### src/rtl/rr_arb_mux_if.sv
// Handshake bundle for rr_arb_mux: N flattened producer channels merged onto one consumer port.
// The arbiter side uses the slave modport; the producers/consumer side uses master.
interface rr_arb_mux_if #(
  parameter int WIDTH  = 64,
  parameter int NUM_IN = 4,
  parameter int SEL_W  = $clog2(NUM_IN)
);
  logic [NUM_IN*WIDTH-1:0] in_data;
  logic [NUM_IN-1:0]       in_valid;
  logic [NUM_IN-1:0]       in_ready;
  logic [WIDTH-1:0]        out_data;
  logic                    out_valid;
  logic                    out_ready;
  logic [SEL_W-1:0]        out_sel;

  modport slave (
    input  in_data,
    input  in_valid,
    output in_ready,
    output out_data,
    output out_valid,
    input  out_ready,
    output out_sel
  );

  modport master (
    output in_data,
    output in_valid,
    input  in_ready,
    input  out_data,
    input  out_valid,
    output out_ready,
    input  out_sel
  );
endinterface

### src/rtl/rr_arb_mux.sv
// N-input registered mux with valid/ready handshakes; the source channel is chosen by a
// round-robin (MODE=0) or fixed lowest-index (MODE=1) arbiter. One output register, 1-cycle latency.
module rr_arb_mux #(
  parameter int WIDTH  = 64,
  parameter int NUM_IN = 4,
  parameter int MODE   = 0,
  parameter int SEL_W  = $clog2(NUM_IN)
) (
  input logic         clk,
  input logic         rst_n,
  rr_arb_mux_if.slave bus
);

  typedef enum logic {
    EMPTY = 1'b0,
    FULL  = 1'b1
  } state_t;

  state_t           state_q, state_d;
  logic [WIDTH-1:0] data_q;
  logic [SEL_W-1:0] sel_q;
  logic [SEL_W-1:0] ptr_q, ptr_d;

  logic             load_en;
  logic             xfer;
  logic             grant_vld;
  logic [SEL_W-1:0] grant_idx;
  logic [WIDTH-1:0] grant_data;

  // Wrapped search without modulo: first requester at or above the pointer wins,
  // otherwise the lowest requester overall. With the pointer pinned at 0 this is fixed priority.
  always_comb begin
    logic             hi_vld;
    logic [SEL_W-1:0] hi_idx;
    logic             lo_vld;
    logic [SEL_W-1:0] lo_idx;
    logic [SEL_W-1:0] base;
    hi_vld = 1'b0;
    hi_idx = '0;
    lo_vld = 1'b0;
    lo_idx = '0;
    base   = (MODE == 0) ? ptr_q : '0;
    for (int unsigned i = 0; i < NUM_IN; i++) begin
      if (bus.in_valid[i]) begin
        if (!lo_vld) begin
          lo_vld = 1'b1;
          lo_idx = SEL_W'(i);
        end
        if (!hi_vld && (SEL_W'(i) >= base)) begin
          hi_vld = 1'b1;
          hi_idx = SEL_W'(i);
        end
      end
    end
    grant_vld = hi_vld | lo_vld;
    grant_idx = hi_vld ? hi_idx : lo_idx;
  end

  always_comb begin
    grant_data = '0;
    for (int unsigned i = 0; i < NUM_IN; i++) begin
      if (SEL_W'(i) == grant_idx) grant_data = bus.in_data[i*WIDTH +: WIDTH];
    end
  end

  assign load_en = (state_q == EMPTY) | bus.out_ready;
  assign xfer    = rst_n & load_en & grant_vld;

  always_comb begin
    bus.in_ready = '0;
    for (int unsigned i = 0; i < NUM_IN; i++) begin
      bus.in_ready[i] = xfer & (SEL_W'(i) == grant_idx);
    end
  end

  always_comb begin
    state_d = state_q;
    ptr_d   = ptr_q;
    case (state_q)
      EMPTY: if (xfer) state_d = FULL;
      FULL: begin
        if (xfer)               state_d = FULL;
        else if (bus.out_ready) state_d = EMPTY;
      end
      default: state_d = EMPTY;
    endcase
    // Pointer wraps at NUM_IN, not at 2**SEL_W.
    if (xfer && (MODE == 0)) begin
      ptr_d = (grant_idx == SEL_W'(NUM_IN - 1)) ? '0 : grant_idx + 1'b1;
    end
  end

  always_ff @(posedge clk) begin
    if (!rst_n) begin
      state_q <= EMPTY;
      data_q  <= '0;
      sel_q   <= '0;
      ptr_q   <= '0;
    end else begin
      state_q <= state_d;
      ptr_q   <= ptr_d;
      if (xfer) begin
        data_q <= grant_data;
        sel_q  <= grant_idx;
      end
    end
  end

  assign bus.out_data  = data_q;
  assign bus.out_sel   = sel_q;
  assign bus.out_valid = (state_q == FULL);

endmodule
### src/flat_wrapper.sv
// flat-port wrapper written by rule: the top's interface ports become plain ports
module rr_arb_mux_flat 
#(
  parameter int WIDTH  = 64,
  parameter int NUM_IN = 4,
  parameter int MODE   = 0,
  parameter int SEL_W  = $clog2(NUM_IN)
)
  (clk, rst_n, bus_in_data, bus_in_valid, bus_in_ready, bus_out_data, bus_out_valid, bus_out_ready, bus_out_sel);
  rr_arb_mux_if #(.WIDTH(WIDTH), .NUM_IN(NUM_IN), .SEL_W(SEL_W)) bus_i ();
  input logic clk;
  input logic rst_n;
  input wire logic [$bits(bus_i.in_data)-1:0] bus_in_data;
  input wire logic [$bits(bus_i.in_valid)-1:0] bus_in_valid;
  output wire logic [$bits(bus_i.in_ready)-1:0] bus_in_ready;
  output wire logic [$bits(bus_i.out_data)-1:0] bus_out_data;
  output wire logic [$bits(bus_i.out_valid)-1:0] bus_out_valid;
  input wire logic [$bits(bus_i.out_ready)-1:0] bus_out_ready;
  output wire logic [$bits(bus_i.out_sel)-1:0] bus_out_sel;
  assign bus_i.in_data = bus_in_data;
  assign bus_i.in_valid = bus_in_valid;
  assign bus_in_ready = bus_i.in_ready;
  assign bus_out_data = bus_i.out_data;
  assign bus_out_valid = bus_i.out_valid;
  assign bus_i.out_ready = bus_out_ready;
  assign bus_out_sel = bus_i.out_sel;
  rr_arb_mux #(.WIDTH(WIDTH), .NUM_IN(NUM_IN), .MODE(MODE), .SEL_W(SEL_W)) u_core (.clk(clk), .rst_n(rst_n), .bus(bus_i));
endmodule
### config.mk
export PLATFORM = sky130hd
export DESIGN_NAME = rr_arb_mux_flat
export DESIGN_NICKNAME = d
export VERILOG_FILES = /design/src/rtl/rr_arb_mux_if.sv /design/src/rtl/rr_arb_mux.sv /design/src/flat_wrapper.sv
export SDC_FILE = /design/constraint.sdc
export NUM_CORES = 1
export LEC_CHECK = 0
export BUFFER_PORTS_ARGS = -buffer_cell sky130_fd_sc_hd__buf_4
export CORE_MARGIN = 10
export CORE_UTILIZATION = 38
export CTS_BUF_LIST = sky130_fd_sc_hd__clkbuf_2
export DETAILED_ROUTE_END_ITERATION = 10
export PLACE_DENSITY = 0.77
export SKIP_LAST_GASP = 1
export SLEW_MARGIN = 20
export SYNTH_ARGS = -nofsm -noshare
export SYNTH_HDL_FRONTEND = slang
export SYNTH_SLANG_ARGS = --single-unit
### constraint.sdc
create_clock -name clk -period 2.1 [get_ports clk]
set_input_delay 0.315 -clock clk [delete_from_list [all_inputs] [get_ports clk]]
set_output_delay 0.315 -clock clk [all_outputs]
set_load 0.03 [all_outputs]
==> flow_summary.yaml, run 1 <==
logic_synthesis:
  avgSynthCellArea_um2: 8.05
  postSynthRegisterBits: 69
  yosysWarnings: 0
  seq_area_frac_synth_pct: 30.7
  syn_inst: 559
  synth.distinct_cells: 27
  synth_nets: 826
  synth_area_mm2: 0.00450
floorplan:
  die_h_um: 129
  pin_count: 334
  die-area_mm2: 0.0166
  die_w_um: 129
  core-area_mm2: 0.0115
  start_util_pct: 39.1
  fp-row-count: 39
worst_setup_path:
  worstSetupEndpointType: "primary output"
  reg2reg_to: "u_core.bus.out_data[34]"
  crit_type: "flop to primary output"
  crit_slowest_cell: "dfxtp_4"
  reg2reg_depth: 13
  worstPathCellList: "mux2i_4 > o22a_1 > nand2_2 > inv_2 > ha_4 > buf_12 > and2_4 > buf_6"
  critPathLaunchType: "flop"
  worstPathRequired_ns: 1.78
  r2r_slack_ns: -0.27
  worstPathMaxFanout: 4
  critPathArrivalTime_ns: 2.07
  rr_startpoint: "u_core.ptr_q[1]"
  slowest_delay_ns: 0.41
layout:
  fin_area_mm2: 0.00854
  stdcell_count: 1044
  fill_cells: 832
  final_nets: 1163
  num_antenna_cells: 0
  drive_above_1_share_pct: 65.0
  area_delta_synth_final_pct: 89.7
  final_util_pct: 74.2
global_routing:
  grt_pass1_wl_um: 34600
  grt_overflow: 0
  antenna_found_initial: 0
  grt_usage_pct: 26.4
  grt_pass1_vias: 6307
  grt_max_degree: 49
routing:
  drcViolationCount: 0
  dr.pass1.iters: 5
  drt-initial-drc-count: 493
  ant_nets: 0
  num_vias: 6076
  routed_via_density: 5.82
  wl_per_cell_um: 23.3
  wl_um: 24400
power:
  ir_worst_vdd_uv: 464
  p_total_mw: 7.53
  switching_share_pct: 43.0
  p_sw_mw: 3.24
  p_per_area_mw_per_mm2: 881
  p_int_mw: 4.29
  p_comb_share_pct: 66.1
  pwr-share-seq_pct: 23.5
  clockPowerShare_pct: 10.3
  leakagePower_nw: 4.09
clocking:
  clk_latency_ns: 0.52
  cts_tree: "yes"
  clkTransAtPathRegs_ns: 0.22
  numCtsBuffers: 9
  cts.sinks: 69
  cts_max_level: 3
  holdBufCountCts: 0
  clock-root-buffer: "clkbuf_2"
  cts_buffer_depth: 2
placement:
  portBuffers: 333
  dpl.hpwl_um: 15800
  dpl.cell_count: 997
  place_area_mm2: 0.00720
  gp_congestion: 0.947
run:
  cap_violations: 0
timing:
  fmax_ghz: 0.419
  hold_violations: 0
  rsz0062_at_grt: "true"
  slew_headroom_pct: 50.4
  fin_worst_skew_ns: 0.0278
  worst_slew_pin_slew_ns: 0.744
  fin_crit_sh_pct: 114
  setup_viol: 68
  slew_viol_final: 0
  finalCriticalPeriod_ns: 2.39
  hold_slack_ns: 0.0419
  setup_ws_ns: -0.288
outcome:
  status: "finished with violations"
  failed_checks: "setup timing"
hold_path:
  whs_path_depth: 3
  hold_start: "bus_in_data[208]"
  hp-class: "input port to flop"
  min_to: "u_core.bus.out_data[16]"
-- worst max-delay path, delay by kind of cell, from the launching register on --
kind | cells | cell delay [ns]
mux | 1 | 0.19
fa+ha+maj | 1 | 0.17
flops | 1 | 0.41
compound gates | 1 | 0.22
buf+inv | 3 | 0.32
simple gates | 2 | 0.24
-- cells by family (layout without fill, tap and decap cells) --
kind of cell,count (synthesis),after routing,share of synthesized area [%]
buffers and inverters,133,475,12.8
AO/OA/AOI/OAI,330,330,52.3
multiplexers,1,1,0.222
adder cells (fa/ha/maj),4,4,1.11
flip-flops,69,69,30.7
AND/OR/NAND/NOR,22,22,2.92
-- how the worst max path moves through the flow --
stage | cells past startpoint | slack [ns] | startpoint | endpoint
finish | 8 | -0.29 | u_core.ptr_q[1] | bus_in_ready[1]
global route | 8 | -0.40 | u_core.ptr_q[1] | bus_in_ready[1]
CTS | 8 | -0.32 | u_core.ptr_q[1] | bus_in_ready[3]
detailed placement | 10 | -0.19 | bus_in_valid[0] | u_core.bus.out_data[22]
global placement | 10 | -0.07 | bus_in_valid[0] | u_core.bus.out_data[13]
floorplan | 9 | -0.02 | u_core.ptr_q[1] | bus_in_ready[3]
-- cells in the mapped netlist --
cell      number  area (µm²)
o21a_1         2        15.0
and3_1         1        6.26
nand3_2        1        10.0
and2_1         4        25.0
o22ai_1        1        6.26
buf_6          8        90.1
a211o_1       64         561
o21ai_0        2        10.0
a21oi_2       55         482
o22a_1         1        8.76
nand2_1        5        18.8
buf_1         11        41.3
a221oi_1      64         561
nor4b_1        1        8.76
inv_1         67         251
nor2b_1        3        18.8
buf_2         12        60.1
nand3_1        4        20.0
o311ai_1       1        8.76
clkbuf_1      35         131
nand2b_1       2        12.5
a21oi_1      139         696
mux2i_1        1        10.0
a21o_1         1        7.51
or4_4          1        11.3
ha_1           4        50.1
dfxtp_1       69        1380
-- routing by layer --
metal	up-vias	GRT usage, %	wire length, µm
met5	-	0	0
met2	325	45.1	12100
met1	2897	27.9	8810
met3	73	9.28	2350
met4	0	14.7	1100
li1	2781	-	-
-- power by group through the flow --
stage / Sequential (mW) / Clock (mW) / Combinational (mW)
4_1_cts: 1.76 / 0.792 / 4.71
5_1_grt: 1.80 / 0.851 / 5.24
6_report: 1.77 / 0.777 / 4.98
3_5_place_dp: 1.79 / 0 / 3.52
2_1_floorplan: 2.28 / 0 / 1.66
3_3_place_gp: 1.77 / 0 / 3.45
-- repair_timing --
item / in CTS / in global routing
buffers inserted: 17 / 7
gates resized for setup: 100 / 66
hold endpoints to repair: 0 / 0
endpoints found under the setup margin: 69 / 69
gates cloned: 14 / 1
pin swaps: 89 / 62
-- through the flow --
stage                     worst slack [ns]  TNS (ns)
after floorplan                    -0.0182   -0.0182
after global placement             -0.0750     -2.83
after detailed placement            -0.188     -9.92
after CTS                           -0.316    -10.85
after global routing                -0.399    -20.25
final                               -0.288    -13.77
-- placed cells by master (no fill, tap or decap), types with 5 or more instances in the layout --
cell / instances
a21oi_1: 91
a211o_1: 64
buf_16: 8
inv_1: 65
a21oi_2: 103
dfxtp_1: 67
clkbuf_2: 10
a221oi_1: 5
a221oi_2: 57
buf_6: 13
buf_4: 351
buf_12: 14
-- sequential cells by signal (all words and copies together), names as in the netlist --
register	flops
u_core.bus.out_data	64
u_core.bus.out_sel	2
u_core.ptr_q	2
u_core.bus.out_valid	1
-- final cells by class --
type	instances	area, µm²	share of cell area (%)
repair buffers	392	3420	40.0
multi-input cells	357	3200	37.5
flip-flops and latches	69	1390	16.2
inverters	67	251	2.94
well taps	143	179	2.09
clock inverters	6	53.8	0.630
clock buffers	10	50.0	0.586
Power figures use the tool's default switching activity.
==> run 2: changes to the inputs <==
--- a/config.mk
+++ b/config.mk
@@ -6,11 +6,11 @@
 export NUM_CORES = 1
 export LEC_CHECK = 0
 export BUFFER_PORTS_ARGS = -buffer_cell sky130_fd_sc_hd__buf_4
-export CORE_MARGIN = 10
-export CORE_UTILIZATION = 38
+export CORE_AREA = 5 5 125 127
 export CTS_BUF_LIST = sky130_fd_sc_hd__clkbuf_2
 export DETAILED_ROUTE_END_ITERATION = 10
-export PLACE_DENSITY = 0.77
+export DIE_AREA = 0 0 130 132
+export PLACE_DENSITY = 0.66
 export SKIP_LAST_GASP = 1
 export SLEW_MARGIN = 20
 export SYNTH_ARGS = -nofsm -noshare
==> flow_summary.yaml, run 2 (synthesized netlist as in run 1, its figures left out) <==
placement:
  pre_cts_slack_ns: -0.109
  portBuffers: 333
  dpl.hpwl_um: 14500
  gp_congestion: 0.814
floorplan:
  core-area_mm2: 0.0143
  die_w_um: 130
  die-area_mm2: 0.0172
  pin_count: 334
  die_h_um: 132
  fp-row-count: 44
  start_util_pct: 31.5
global_routing:
  grt_usage_pct: 24.9
  grt_overflow: 0
  antenna_found_initial: 1
  grt_max_degree: 53
  grt_pass1_wl_um: 33700
  grt_pass1_vias: 6233
routing:
  drcViolationCount: 0
  wl_per_cell_um: 19.8
  ant_nets: 0
  num_vias: 6052
  wl_um: 22600
  drt-initial-drc-count: 309
  routed_via_density: 5.30
  dr.pass1.iters: 4
worst_setup_path:
  cpMostUsedCell: "buf_6"
  worstPathRequired_ns: 1.78
  critPathTopFamily: "flip-flops"
  worstPathCellList: "mux2i_2 > o22a_1 > nand2_2 > buf_6 > ha_4 > buf_8 > and2_4 > buf_6"
  slowest_delay_ns: 0.42
  worstPathMaxFanout: 4
  cp_num_buf_inv: 3
  worstSetupEndpointType: "primary output"
  critPathLaunchType: "flop"
  critPathArrivalTime_ns: 2.08
  crit_slowest_cell: "dfxtp_4"
  r2r_slack_ns: -0.21
  crit_type: "flop to primary output"
timing:
  hold_violations: 0
  fin_worst_skew_ns: 0.0386
  slew_headroom_pct: 63.5
  slew_viol_final: 0
  rsz0062_at_grt: "true"
  finalCriticalPeriod_ns: 2.39
  setup_ws_ns: -0.293
  fmax_ghz: 0.418
  fin_crit_sh_pct: 114
  worst_slew_pin_slew_ns: 0.548
  setup_viol: 68
layout:
  area_delta_synth_final_pct: 104
  drive_above_1_share_pct: 62.4
  final_nets: 1219
  layout_commonest_cell: "buf_4"
  largest_reg_flops: 64
  final_cell_mix: "buf_4 (367), a21oi_2 (98), a21oi_1 (96)"
clocking:
  numCtsBuffers: 9
  clk_latency_ns: 0.54
  cts_buffer_depth: 2
  clkTransAtPathRegs_ns: 0.19
  clock-root-buffer: "clkbuf_2"
  cts.sinks: 69
  cts_tree: "yes"
  cts_max_level: 3
power:
  leakagePower_nw: 4.34
  ir_worst_vdd_uv: 414
  p_per_area_mw_per_mm2: 815
  p_total_mw: 7.49
outcome:
  status: "finished with violations"
  failed_checks: "setup timing"
hold_path:
  hp-class: "input port to flop"
run:
  cap_violations: 0
run 2: through the flow:
| stage | TNS (ns) | std cells | hold slack (ns) | util (%) | cell area, µm² |
|---|---|---|---|---|---|
| finish | -9.68 | 1141 | 0.0516 | 64.1 | 9180 |
| floorplan | -0.0182 | 559 | 0.493 | - | 4520 |
| CTS | -11.93 | 1143 | 0.00122 | 62.5 | 8940 |
| global placement | -1.17 | 1054 | 0.460 | 51.9 | 7420 |
| global route | -15.34 | 1141 | 0.0142 | 64.1 | 9180 |
| detailed placement | -2.80 | 1054 | 0.482 | 51.9 | 7420 |
run 2: report_power, final:
group / switching, mW / total (mW) / internal (mW)
clock network: 0.503 / 0.649 / 0.146
registers: 0.192 / 1.77 / 1.58
logic: 2.53 / 5.06 / 2.53
total: 3.23 / 7.49 / 4.26
run 2: repair_timing:
item                                    4_1_cts  5_1_grt
hold buffers                                 44        1
gates resized for setup                     103       62
pin swaps                                    97       36
endpoints found under the setup margin       69       69
endpoints found under the hold margin        44        1
buffers inserted                             20        1
cloned                                       10        0
run 2: layer usage:
layer	vias to the layer above	global-route usage, %	routed length (µm)
met4	0	11.2	746
li1	2902	-	-
met5	-	0	0
met2	258	42.6	11300
met1	2837	28.9	8600
met3	55	6.28	1940
run 2: layout make-up:
class,count,area [µm²]
well taps,184,230
flip-flops and latches,69,1390
clock inverters,4,16.3
diodes,1,2.50
multi-input cells,357,3320
repair buffers,448,3910
inverters,67,254
clock buffers,11,55.1
fillers,1196,5130
run 2: final timing paths:
path	from	endpoint	depth (start not counted)
max reg2reg	u_core.ptr_q[1]	u_core.bus.out_data[33]	14
min	bus_in_data[246]	u_core.bus.out_data[54]	3
max	u_core.ptr_q[1]	bus_in_ready[2]	8
min reg2reg	u_core.bus.out_sel[0]	u_core.bus.out_sel[0]	2
run 2: worst min-delay path, delay by kind of cell:
kind	cells	cell delay [ns]
compound gates	2	0.17
buf+inv	1	0.08
